[config.mk]
export PLATFORM = sky130hd
export DESIGN_NAME = pipeline_hazard_controller_flat
export DESIGN_NICKNAME = d
export VERILOG_FILES = /design/src/rtl/hazard_pkg.sv /design/src/rtl/hazard_if.sv /design/src/rtl/load_use_detector.sv /design/src/rtl/pipeline_hazard_controller.sv /design/src/flat_wrapper.sv
export SDC_FILE = /design/constraint.sdc
export NUM_CORES = 1
export LEC_CHECK = 0
export ABC_AREA = 0
export CAP_MARGIN = 20
export CORE_UTILIZATION = 32
export DETAILED_ROUTE_END_ITERATION = 10
export PLACE_DENSITY = 0.75
export SLEW_MARGIN = 20
export SYNTH_ARGS = -nofsm -noshare
export SYNTH_HDL_FRONTEND = slang
export SYNTH_SLANG_ARGS = --single-unit
[constraint.sdc]
create_clock -name clk -period 1.55 [get_ports clk]
set_input_delay 0.31 -clock clk [delete_from_list [all_inputs] [get_ports clk]]
set_output_delay 0.31 -clock clk [all_outputs]
set_load 0.02 [all_outputs]
[src/rtl/hazard_pkg.sv]
// ----------------------------------------------------------------------------
// hazard_pkg
// Shared definitions for the pipeline hazard controller slice.
//   - hazard_state_t   : 2-bit sequencer state encoding
//   - MEM_OWNER_FETCH / MEM_OWNER_DATA : values driven on mem_owner
//   - REG_NUM_WIDTH_DEF: default width of register-number fields
// ----------------------------------------------------------------------------
package hazard_pkg;

  localparam int REG_NUM_WIDTH_DEF = 3;

  localparam logic MEM_OWNER_FETCH = 1'b0;
  localparam logic MEM_OWNER_DATA  = 1'b1;

  typedef enum logic [1:0] {
    ST_RUN        = 2'd0,
    ST_INT_DRAIN  = 2'd1,
    ST_INT_PUSH   = 2'd2,
    ST_INT_VECTOR = 2'd3
  } hazard_state_t;

endpackage

[src/rtl/hazard_if.sv]
// ----------------------------------------------------------------------------
// hazard_if
// Bundles the hazard inputs coming from the pipeline stages and the stall/
// flush/interrupt controls going back to them.
//   slave  modport : the hazard controller (reads hazards, drives controls)
//   master modport : the pipeline side (drives hazards, reads controls)
// Parameters: REG_NUM_WIDTH (register-number width),
//             PERF_CNT_WIDTH (width of stall_count)
// ----------------------------------------------------------------------------
interface hazard_if #(
  parameter int REG_NUM_WIDTH  = 3,
  parameter int PERF_CNT_WIDTH = 16
);

  logic [REG_NUM_WIDTH-1:0]  fd_src1_num;
  logic                      fd_src1_valid;
  logic [REG_NUM_WIDTH-1:0]  fd_src2_num;
  logic                      fd_src2_valid;
  logic                      de_mem_read;
  logic [REG_NUM_WIDTH-1:0]  de_dst_num;
  logic                      em_mem_access;
  logic                      branch_taken;
  logic                      int_req;

  logic                      pc_en;
  logic                      fd_en;
  logic                      fd_flush;
  logic                      de_flush;
  logic                      mem_owner;
  logic                      int_push;
  logic                      int_vector_load;
  logic                      int_ack;
  logic                      busy;
  logic [PERF_CNT_WIDTH-1:0] stall_count;

  modport slave (
    input  fd_src1_num, fd_src1_valid, fd_src2_num, fd_src2_valid,
           de_mem_read, de_dst_num, em_mem_access, branch_taken, int_req,
    output pc_en, fd_en, fd_flush, de_flush, mem_owner,
           int_push, int_vector_load, int_ack, busy, stall_count
  );

  modport master (
    output fd_src1_num, fd_src1_valid, fd_src2_num, fd_src2_valid,
           de_mem_read, de_dst_num, em_mem_access, branch_taken, int_req,
    input  pc_en, fd_en, fd_flush, de_flush, mem_owner,
           int_push, int_vector_load, int_ack, busy, stall_count
  );

endinterface

[src/rtl/load_use_detector.sv]
// ----------------------------------------------------------------------------
// load_use_detector
// Combinational comparator: flags when the instruction in decode reads the
// register that the load currently in DE is about to write.
// Ports: src1_num/src1_valid, src2_num/src2_valid (decode sources),
//        mem_read/dst_num (DE load and destination), load_use (result)
// ----------------------------------------------------------------------------
module load_use_detector #(
  parameter int REG_NUM_WIDTH = 3
) (
  input  logic [REG_NUM_WIDTH-1:0] src1_num,
  input  logic                     src1_valid,
  input  logic [REG_NUM_WIDTH-1:0] src2_num,
  input  logic                     src2_valid,
  input  logic                     mem_read,
  input  logic [REG_NUM_WIDTH-1:0] dst_num,
  output logic                     load_use
);

  assign load_use = mem_read &
                    ((src1_valid & (src1_num == dst_num)) |
                     (src2_valid & (src2_num == dst_num)));

endmodule

[src/rtl/pipeline_hazard_controller.sv]
// ----------------------------------------------------------------------------
// pipeline_hazard_controller
// Central stall/flush sequencer for the 5-stage pipeline. Resolves load-use,
// fetch/memory-stage port conflicts and taken branches, and runs the
// interrupt entry sequence (drain, push PC, load vector).
// Ports: clk, reset (synchronous, active-high), bus (hazard_if.slave)
// Parameters: REG_NUM_WIDTH, DRAIN_CYCLES (>=1), PERF_CNT_WIDTH
// Optional feature: define HAZARD_PERF_CNT_EN to build the saturating stall
// counter; otherwise stall_count is tied to zero.
// ----------------------------------------------------------------------------
module pipeline_hazard_controller
  import hazard_pkg::*;
#(
  parameter int REG_NUM_WIDTH  = REG_NUM_WIDTH_DEF,
  parameter int DRAIN_CYCLES   = 3,
  parameter int PERF_CNT_WIDTH = 16
) (
  input  logic     clk,
  input  logic     reset,
  hazard_if.slave  bus
);

  localparam int CNT_W = (DRAIN_CYCLES > 1) ? $clog2(DRAIN_CYCLES) : 1;
  localparam logic [CNT_W-1:0] DRAIN_LOAD = CNT_W'(DRAIN_CYCLES - 1);

  hazard_state_t    state, state_next;
  logic [CNT_W-1:0] drain_cnt, drain_cnt_next;
  logic             load_use;
  logic             pc_en, fd_en, fd_flush, de_flush, mem_owner;
  logic             int_push, int_vector_load, int_ack, busy;

  load_use_detector #(.REG_NUM_WIDTH(REG_NUM_WIDTH)) u_lud (
    .src1_num   (bus.fd_src1_num),
    .src1_valid (bus.fd_src1_valid),
    .src2_num   (bus.fd_src2_num),
    .src2_valid (bus.fd_src2_valid),
    .mem_read   (bus.de_mem_read),
    .dst_num    (bus.de_dst_num),
    .load_use   (load_use)
  );

  // State and drain counter; reset always lands in RUN with the counter clear.
  always_ff @(posedge clk) begin
    if (reset) begin
      state     <= ST_RUN;
      drain_cnt <= '0;
    end else begin
      state     <= state_next;
      drain_cnt <= drain_cnt_next;
    end
  end

  // Next state and control outputs. Within RUN and INT_DRAIN a taken branch
  // wins over a load-use stall, since the stalled instruction is squashed anyway.
  always_comb begin
    state_next      = state;
    drain_cnt_next  = drain_cnt;
    pc_en           = 1'b0;
    fd_en           = 1'b1;
    fd_flush        = 1'b0;
    de_flush        = 1'b0;
    mem_owner       = MEM_OWNER_FETCH;
    int_push        = 1'b0;
    int_vector_load = 1'b0;
    int_ack         = 1'b0;
    busy            = (state != ST_RUN);

    case (state)
      ST_RUN: begin
        if (bus.branch_taken) begin
          pc_en     = 1'b1;
          fd_flush  = 1'b1;
          de_flush  = 1'b1;
          mem_owner = bus.em_mem_access;
        end else if (load_use) begin
          fd_en     = 1'b0;
          de_flush  = 1'b1;
          mem_owner = bus.em_mem_access;
        end else if (bus.em_mem_access) begin
          fd_flush  = 1'b1;
          mem_owner = MEM_OWNER_DATA;
        end else begin
          pc_en     = 1'b1;
        end
        // A branch in the same cycle defers the interrupt so its target is kept.
        if (bus.int_req && !bus.branch_taken) begin
          state_next     = ST_INT_DRAIN;
          drain_cnt_next = DRAIN_LOAD;
        end
      end

      ST_INT_DRAIN: begin
        fd_flush  = 1'b1;
        mem_owner = bus.em_mem_access;
        if (bus.branch_taken) begin
          pc_en    = 1'b1;
          de_flush = 1'b1;
        end else if (load_use) begin
          fd_en    = 1'b0;
          fd_flush = 1'b0;
          de_flush = 1'b1;
        end
        // The counter freezes only for a load-use bubble; a squashed stall does not.
        if (bus.branch_taken || !load_use) begin
          if (drain_cnt == '0) begin
            state_next = ST_INT_PUSH;
          end else begin
            drain_cnt_next = drain_cnt - 1'b1;
          end
        end
      end

      ST_INT_PUSH: begin
        mem_owner = MEM_OWNER_DATA;
        fd_flush  = 1'b1;
        de_flush  = 1'b1;
        // A data access still in EM keeps the port; wait instead of double-driving it.
        if (!bus.em_mem_access) begin
          int_push   = 1'b1;
          state_next = ST_INT_VECTOR;
        end
      end

      ST_INT_VECTOR: begin
        int_vector_load = 1'b1;
        pc_en           = 1'b1;
        int_ack         = 1'b1;
        fd_flush        = 1'b1;
        de_flush        = 1'b1;
        state_next      = ST_RUN;
      end

      default: begin
        state_next     = ST_RUN;
        drain_cnt_next = '0;
      end
    endcase

    if (reset) begin
      pc_en           = 1'b0;
      fd_en           = 1'b0;
      fd_flush        = 1'b1;
      de_flush        = 1'b1;
      mem_owner       = MEM_OWNER_FETCH;
      int_push        = 1'b0;
      int_vector_load = 1'b0;
      int_ack         = 1'b0;
      busy            = 1'b0;
    end
  end

  assign bus.pc_en           = pc_en;
  assign bus.fd_en           = fd_en;
  assign bus.fd_flush        = fd_flush;
  assign bus.de_flush        = de_flush;
  assign bus.mem_owner       = mem_owner;
  assign bus.int_push        = int_push;
  assign bus.int_vector_load = int_vector_load;
  assign bus.int_ack         = int_ack;
  assign bus.busy            = busy;

`ifdef HAZARD_PERF_CNT_EN
  logic [PERF_CNT_WIDTH-1:0] stall_cnt;

  // Saturating count of cycles in which the PC did not advance.
  always_ff @(posedge clk) begin
    if (reset) begin
      stall_cnt <= '0;
    end else if (!pc_en && (stall_cnt != {PERF_CNT_WIDTH{1'b1}})) begin
      stall_cnt <= stall_cnt + 1'b1;
    end
  end

  assign bus.stall_count = stall_cnt;
`else
  assign bus.stall_count = {PERF_CNT_WIDTH{1'b0}};
`endif

endmodule

[src/flat_wrapper.sv]
// flat-port wrapper written by rule: the top's interface ports become plain ports
module pipeline_hazard_controller_flat import hazard_pkg::*;
#(
  parameter int REG_NUM_WIDTH  = REG_NUM_WIDTH_DEF,
  parameter int DRAIN_CYCLES   = 3,
  parameter int PERF_CNT_WIDTH = 16
)
  (clk, reset, bus_fd_src1_num, bus_fd_src1_valid, bus_fd_src2_num, bus_fd_src2_valid, bus_de_mem_read, bus_de_dst_num, bus_em_mem_access, bus_branch_taken, bus_int_req, bus_pc_en, bus_fd_en, bus_fd_flush, bus_de_flush, bus_mem_owner, bus_int_push, bus_int_vector_load, bus_int_ack, bus_busy, bus_stall_count);
  hazard_if #(.REG_NUM_WIDTH(REG_NUM_WIDTH), .PERF_CNT_WIDTH(PERF_CNT_WIDTH)) bus_i ();
  input  logic clk;
  input  logic reset;
  input wire logic [$bits(bus_i.fd_src1_num)-1:0] bus_fd_src1_num;
  input wire logic [$bits(bus_i.fd_src1_valid)-1:0] bus_fd_src1_valid;
  input wire logic [$bits(bus_i.fd_src2_num)-1:0] bus_fd_src2_num;
  input wire logic [$bits(bus_i.fd_src2_valid)-1:0] bus_fd_src2_valid;
  input wire logic [$bits(bus_i.de_mem_read)-1:0] bus_de_mem_read;
  input wire logic [$bits(bus_i.de_dst_num)-1:0] bus_de_dst_num;
  input wire logic [$bits(bus_i.em_mem_access)-1:0] bus_em_mem_access;
  input wire logic [$bits(bus_i.branch_taken)-1:0] bus_branch_taken;
  input wire logic [$bits(bus_i.int_req)-1:0] bus_int_req;
  output wire logic [$bits(bus_i.pc_en)-1:0] bus_pc_en;
  output wire logic [$bits(bus_i.fd_en)-1:0] bus_fd_en;
  output wire logic [$bits(bus_i.fd_flush)-1:0] bus_fd_flush;
  output wire logic [$bits(bus_i.de_flush)-1:0] bus_de_flush;
  output wire logic [$bits(bus_i.mem_owner)-1:0] bus_mem_owner;
  output wire logic [$bits(bus_i.int_push)-1:0] bus_int_push;
  output wire logic [$bits(bus_i.int_vector_load)-1:0] bus_int_vector_load;
  output wire logic [$bits(bus_i.int_ack)-1:0] bus_int_ack;
  output wire logic [$bits(bus_i.busy)-1:0] bus_busy;
  output wire logic [$bits(bus_i.stall_count)-1:0] bus_stall_count;
  assign bus_i.fd_src1_num = bus_fd_src1_num;
  assign bus_i.fd_src1_valid = bus_fd_src1_valid;
  assign bus_i.fd_src2_num = bus_fd_src2_num;
  assign bus_i.fd_src2_valid = bus_fd_src2_valid;
  assign bus_i.de_mem_read = bus_de_mem_read;
  assign bus_i.de_dst_num = bus_de_dst_num;
  assign bus_i.em_mem_access = bus_em_mem_access;
  assign bus_i.branch_taken = bus_branch_taken;
  assign bus_i.int_req = bus_int_req;
  assign bus_pc_en = bus_i.pc_en;
  assign bus_fd_en = bus_i.fd_en;
  assign bus_fd_flush = bus_i.fd_flush;
  assign bus_de_flush = bus_i.de_flush;
  assign bus_mem_owner = bus_i.mem_owner;
  assign bus_int_push = bus_i.int_push;
  assign bus_int_vector_load = bus_i.int_vector_load;
  assign bus_int_ack = bus_i.int_ack;
  assign bus_busy = bus_i.busy;
  assign bus_stall_count = bus_i.stall_count;
  pipeline_hazard_controller #(.REG_NUM_WIDTH(REG_NUM_WIDTH), .DRAIN_CYCLES(DRAIN_CYCLES), .PERF_CNT_WIDTH(PERF_CNT_WIDTH)) u_core (.clk(clk), .reset(reset), .bus(bus_i));
endmodule
==> results.cfg, run 1 <==
[outcome]
status = finished with violations
violations = negative setup slack

[critical_path]
worst_path_max_delay_cell = dfxtp_4
crit_start = u_core.state[0]
crit_chain = inv_4, ha_4, or2_4, a211o_1, buf_6
critPathLaunchType = register
max_stage_delay_ps = 380
crit_family = flip-flops
crit_type = reg -> out
r2r-start = u_core.state[0]
crit_path_max_fanout = 5
worstPathRequired_ps = 1240
cp.buffers_inverters = 2
crit_path_end_kind = output port
worst_ep_arrival_time_ps = 1530

[clock_tree]
clk_pin_slew_ps = 30
root_buffer = clkbuf_4
cts_inserted_buffers = 3
cts_tree = built
cts_max_path_buffers = 2
cts_max_level = 1
cts_sinks = 4
cts_hold_buf = 0
clock_latency_ps = 230

[timing]
fin_hold_ws_ps = 537.6
drv_slew = 0
fin_crit_sh_pct = 118.6
rsz0062_at_grt = yes
worst_clock_skew_ps = 4.433
fin_crit_ps = 1838
setup_viol = 10
finalHoldViolCount = 0
fmax_mhz = 544.2
fin_ws_ps = -287.7

[drt]
wirelength_um = 2057
drt_iter0_markers = 10
drtAntennaViolNets = 0
avgViaCountPerCell = 4.519
wl_per_cell_um = 12.70
vias = 732
first_pass_iters = 4
drc = 0

[cells_and_area]
fin_util_pct = 65.91
fin_cells = 162
regArea_um2 = 87.58
area_growth_pct = 85.13
fillers = 146
fin_nets = 161
multi_input_area_um2 = 613.1
stdcell_area_mm2 = 0.001200
layout-drive-gt1-share_pct = 56.20
num_antenna_cells = 0

[synthesis]
ys_seq_area_share_pct = 12.36
synthCells = 86
synth_top_cell_area_share_pct = 19.69
synthArstFlopShare_pct = 0
yosys.area.top_type = buf_4
synth_edf_count = 0
synth_most_common_cell = buf_4
syn_avg_cell_area_um2 = 7.536
synth.top_cells.by_count = 17 x buf_4, 9 x nor2_1, 6 x xnor2_1, 5 x ha_1, 5 x inv_1
synth-seq-cells = 4
synth-warning-count = 0
ys_top_cells_by_area = buf_4 20%, dfxtp_1 12%, ha_1 9.7%
ys_types = 32
synthesis.area_um2 = 648.1
ys.flop_type = dfxtp_1

[power]
ir_worst_vdd_v = 0.0007773
power_density_mw_per_mm2 = 1211
power.leakage_nw = 0.5585

[floorplan]
core_mm2 = 0.001821
ios = 42
die_h_um = 47.01
core.rowCount = 15
dieArea_mm2 = 0.002209
die_x_um = 47.01
start_util_pct = 35.60

[place]
port_buffers = 25
dpl-instance-area_mm2 = 0.001018
gp_congestion = 0.8539
dp_slack_ps = -1020
hpwl_um = 1435
dpl.cell_count = 148

[global_routing]
grt_pass1_vias = 725
grt_overflow = 0
grt_max_degree = 9
antenna_found_initial = 0
grt_pass1_wl_um = 3118
track_usage_pct = 20.17

[flow_run]
maxCapViolCount = 0

[min_path]
min-delay-start = u_core.state[1]
min_path_type = reg -> reg
-- registers in the layout (all words and copies together), names as in the netlist --
name / count
u_core.drain_cnt: 2
u_core.state: 2
-- tightest hold or removal path: cells and delay by family, from the launching register on --
family         cells  cell delay (ps)
flip-flops         1              360
AO/OA/AOI/OAI      2              130
-- timing repair --
item / in CTS / in global routing
endpoints found under the hold margin: 0 / 0
setup endpoints to repair: 13 / 12
buffers inserted: 12 / 3
pin swaps: 14 / 11
gates resized for setup: 111 / 8
-- final timing paths --
check / end / slack, ps / depth (start not counted)
min reg2reg: u_core.state[1] / 540 / 2
max reg2reg: u_core.state[0] / -110 / 8
min: u_core.state[1] / 540 / 2
max: bus_fd_flush / -290 / 5
-- metrics by stage --
| step | TNS (ps) | power (mW) |
|---|---|---|
| 3_5_place_dp | -7981 | 1.082 |
| 3_3_place_gp | -7362 | 1.042 |
| 5_1_grt | -1922 | 1.566 |
| 2_1_floorplan | -2.996 | 0.7689 |
| 6_report | -1320 | 1.453 |
| 4_1_cts | -1013 | 1.340 |
-- logic make-up (layout without fill, tap and decap cells) --
family,count (synthesis),in the layout,synth area share (%)
DFF,4,4,12.36
other,1,16,0.5786
adders and majority gates,5,5,9.653
xor gates and xnor gates,6,6,8.108
and+or+nand+nor,28,28,25.29
muxes,2,2,3.860
AOI/OAI and AO/OA,16,16,16.41
buffers and inverters,24,60,23.74
-- routing by layer --
metal  part of all wire, %  wire, µm  track usage [%]  up-vias
met5                     0         0                0        -
met4                   1.2        25            5.714        0
met3                   4.5        92            3.846        4
met2                    56      1151            39.44       28
met1                    38       788            21.66      336
li1                      -         -                -      364
-- final cells by class --
class	count	share of cell area, %
multi-input combinational	73	51.09
timing repair buffer	51	34.83
sequential	4	7.299
tap	25	2.607
inverter	6	2.294
clock buffer	3	1.877
-- layout by cell type, fill, tap and decap left out, types with 4 or more instances in the layout --
| cell type | count |
|---|---|
| nor2_1 | 7 |
| conb_1 | 16 |
| xnor2_2 | 4 |
| buf_6 | 10 |
| buf_2 | 5 |
| dlygate4sd2_1 | 6 |
| buf_4 | 29 |
-- where the power goes --
group | internal [mW] | total, mW | switching (mW)
clock network | 0.0864 | 0.127 | 0.0402
logic | 0.587 | 1.12 | 0.532
registers | 0.154 | 0.207 | 0.0524
No activity file was read; power rests on OpenSTA's default activity.
==> run 2: changes to the inputs <==
CORE_AREA = 2 2 39 41   (was not set)
CORE_UTILIZATION = not set   (was 32)
DIE_AREA = 0 0 41 43   (was not set)
DONT_BUFFER_PORTS = 1   (was not set)
PLACE_DENSITY = 0.66   (was 0.75)
==> run 2 against run 1 <==
Net effect:
- the flow still finishes with violations (negative setup slack)
- cell count fell by 30%
- sequential cell count did not move
- total power fell by 6.7%
- critical path type unchanged
- critical path depth fell by 1
- first-iteration DRC count fell by 20%
- setup slack improved by 64 ps
- largest power group unchanged
- register-to-register slack improved by 70 ps
- maximum frequency rose by 3.6%
- global-route usage fell by 1.3 points
- sequential share of layout area rose by 2.7 points
- highest routed layer unchanged
==> results.cfg, run 2 (synthesized netlist as in run 1, its figures left out) <==
[min_path]
min_path_type = in -> reg
min-delay-start = reset

[outcome]
violations = negative setup slack
status = finished with violations

[floorplan]
core.rowCount = 14
core_mm2 = 0.001384
dieArea_mm2 = 0.001763
start_util_pct = 46.84
die_h_um = 43
die_x_um = 41
ios = 42

[critical_path]
max_stage_delay_ps = 380
worst_path_max_delay_cell = dfxtp_4
cp.buffers_inverters = 1
crit_type = reg -> out
crit_path_end_kind = output port
crit_chain = inv_4, ha_4, or2_4, a211o_4
worst_ep_arrival_time_ps = 1460
r2r-start = u_core.state[1]
worstPathRequired_ps = 1240
critPathLaunchType = register
crit_path_max_fanout = 6
crit_family = flip-flops
crit_start = u_core.state[0]

[place]
gp_congestion = 0.6793
port_buffers = 0
hpwl_um = 1071

[cells_and_area]
fin_nets = 121
regArea_um2 = 87.58
num_antenna_cells = 0
fin_util_pct = 63.47
area_growth_pct = 35.52
top_regs = u_core.drain_cnt (2), u_core.state (2)
mostFrequentLayoutCells = 16 x conb_1, 9 x buf_4, 6 x nor2_1
fillers = 114
multi_input_area_um2 = 630.6
layout-drive-gt1-share_pct = 47.42
layout_commonest_cell = conb_1

[power]
power.share.switching_pct = 44.15
p_int_mw = 0.7573
power.leakage_nw = 0.3756
switchingPower_mw = 0.5986
seqPwrFrac_pct = 15.1
clkPwrFrac_pct = 9.9
ir_worst_vdd_v = 0.0007418
power_frac_comb_pct = 75.0
power_density_mw_per_mm2 = 1544

[drt]
first_pass_iters = 4
drc = 0
wirelength_um = 1578
drt_iter0_markers = 8
wl_per_cell_um = 13.96
avgViaCountPerCell = 5.363
drtAntennaViolNets = 0
vias = 606

[timing]
fmax_mhz = 563.8
fin_crit_ps = 1774
setup_viol = 5
fin_hold_ws_ps = 130.2
rsz0062_at_grt = yes
drv_slew = 0
fin_ws_ps = -223.6
fin_crit_sh_pct = 114.4
finalHoldViolCount = 0
worst_clock_skew_ps = 8.194

[global_routing]
track_usage_pct = 18.89
antenna_found_initial = 0
grt_pass1_wl_um = 2228
grt_overflow = 0
grt_max_degree = 15
grt_pass1_vias = 535

[clock_tree]
clk_pin_slew_ps = 30
cts_sinks = 4
cts_hold_buf = 0
cts_inserted_buffers = 3
cts_max_path_buffers = 2
root_buffer = clkbuf_4
clock_latency_ps = 240
cts_tree = built
cts_max_level = 1

[flow_run]
maxCapViolCount = 0
[run 2: layer usage]
layer  vias up  wire [µm]  global-route usage (%)
met5         -          0                       0
met4         0         13                   4.000
met3         5         92                   7.853
met2        25        881                   33.44
met1       291        591                   19.35
li1        285          -                       -
[run 2: power by group through the flow]
stage	Sequential (mW)	Clock, mW	Combinational, mW
after floorplan	0.174	0	0.595
after global placement	0.180	0	0.679
after detailed placement	0.181	0	0.691
after CTS	0.203	0.141	0.810
after global routing	0.213	0.156	1.11
final	0.205	0.134	1.02
[run 2: worst paths after layout]
kind	to	slack, ps	depth (start not counted)
worst max-delay path	bus_fd_flush	-220	4
worst min-delay path	u_core.state[1]	130	1
worst max register to register	u_core.state[1]	-40	8
worst min register to register	u_core.state[0]	530	2
[run 2: layout make-up]
class,count,area share (%)
clock buffer,3,2.564
inverter,6,3.134
multi-input combinational,73,71.79
sequential,4,9.972
tap,16,2.279
timing repair buffer,11,10.26
[run 2: through the flow]
step                setup slack [ps]  power, mW  setup TNS [ps]  cells  cell area, µm²
floorplan                     -2.996     0.7689          -2.996    101           755.7
global placement              -21.94     0.8592          -41.85    106           696.9
detailed placement            -74.71     0.8725          -156.8    106           696.9
CTS                           -217.4      1.155          -725.4    112           790.8
global route                  -303.9      1.475           -1296    113           878.3
finish                        -223.6      1.356          -759.1    113           878.3
[run 2: repair_timing]
action,CTS,global route
setup buffers,3,1
pin swaps,4,5
gates resized for setup,11,16
endpoints found under the setup margin,5,13
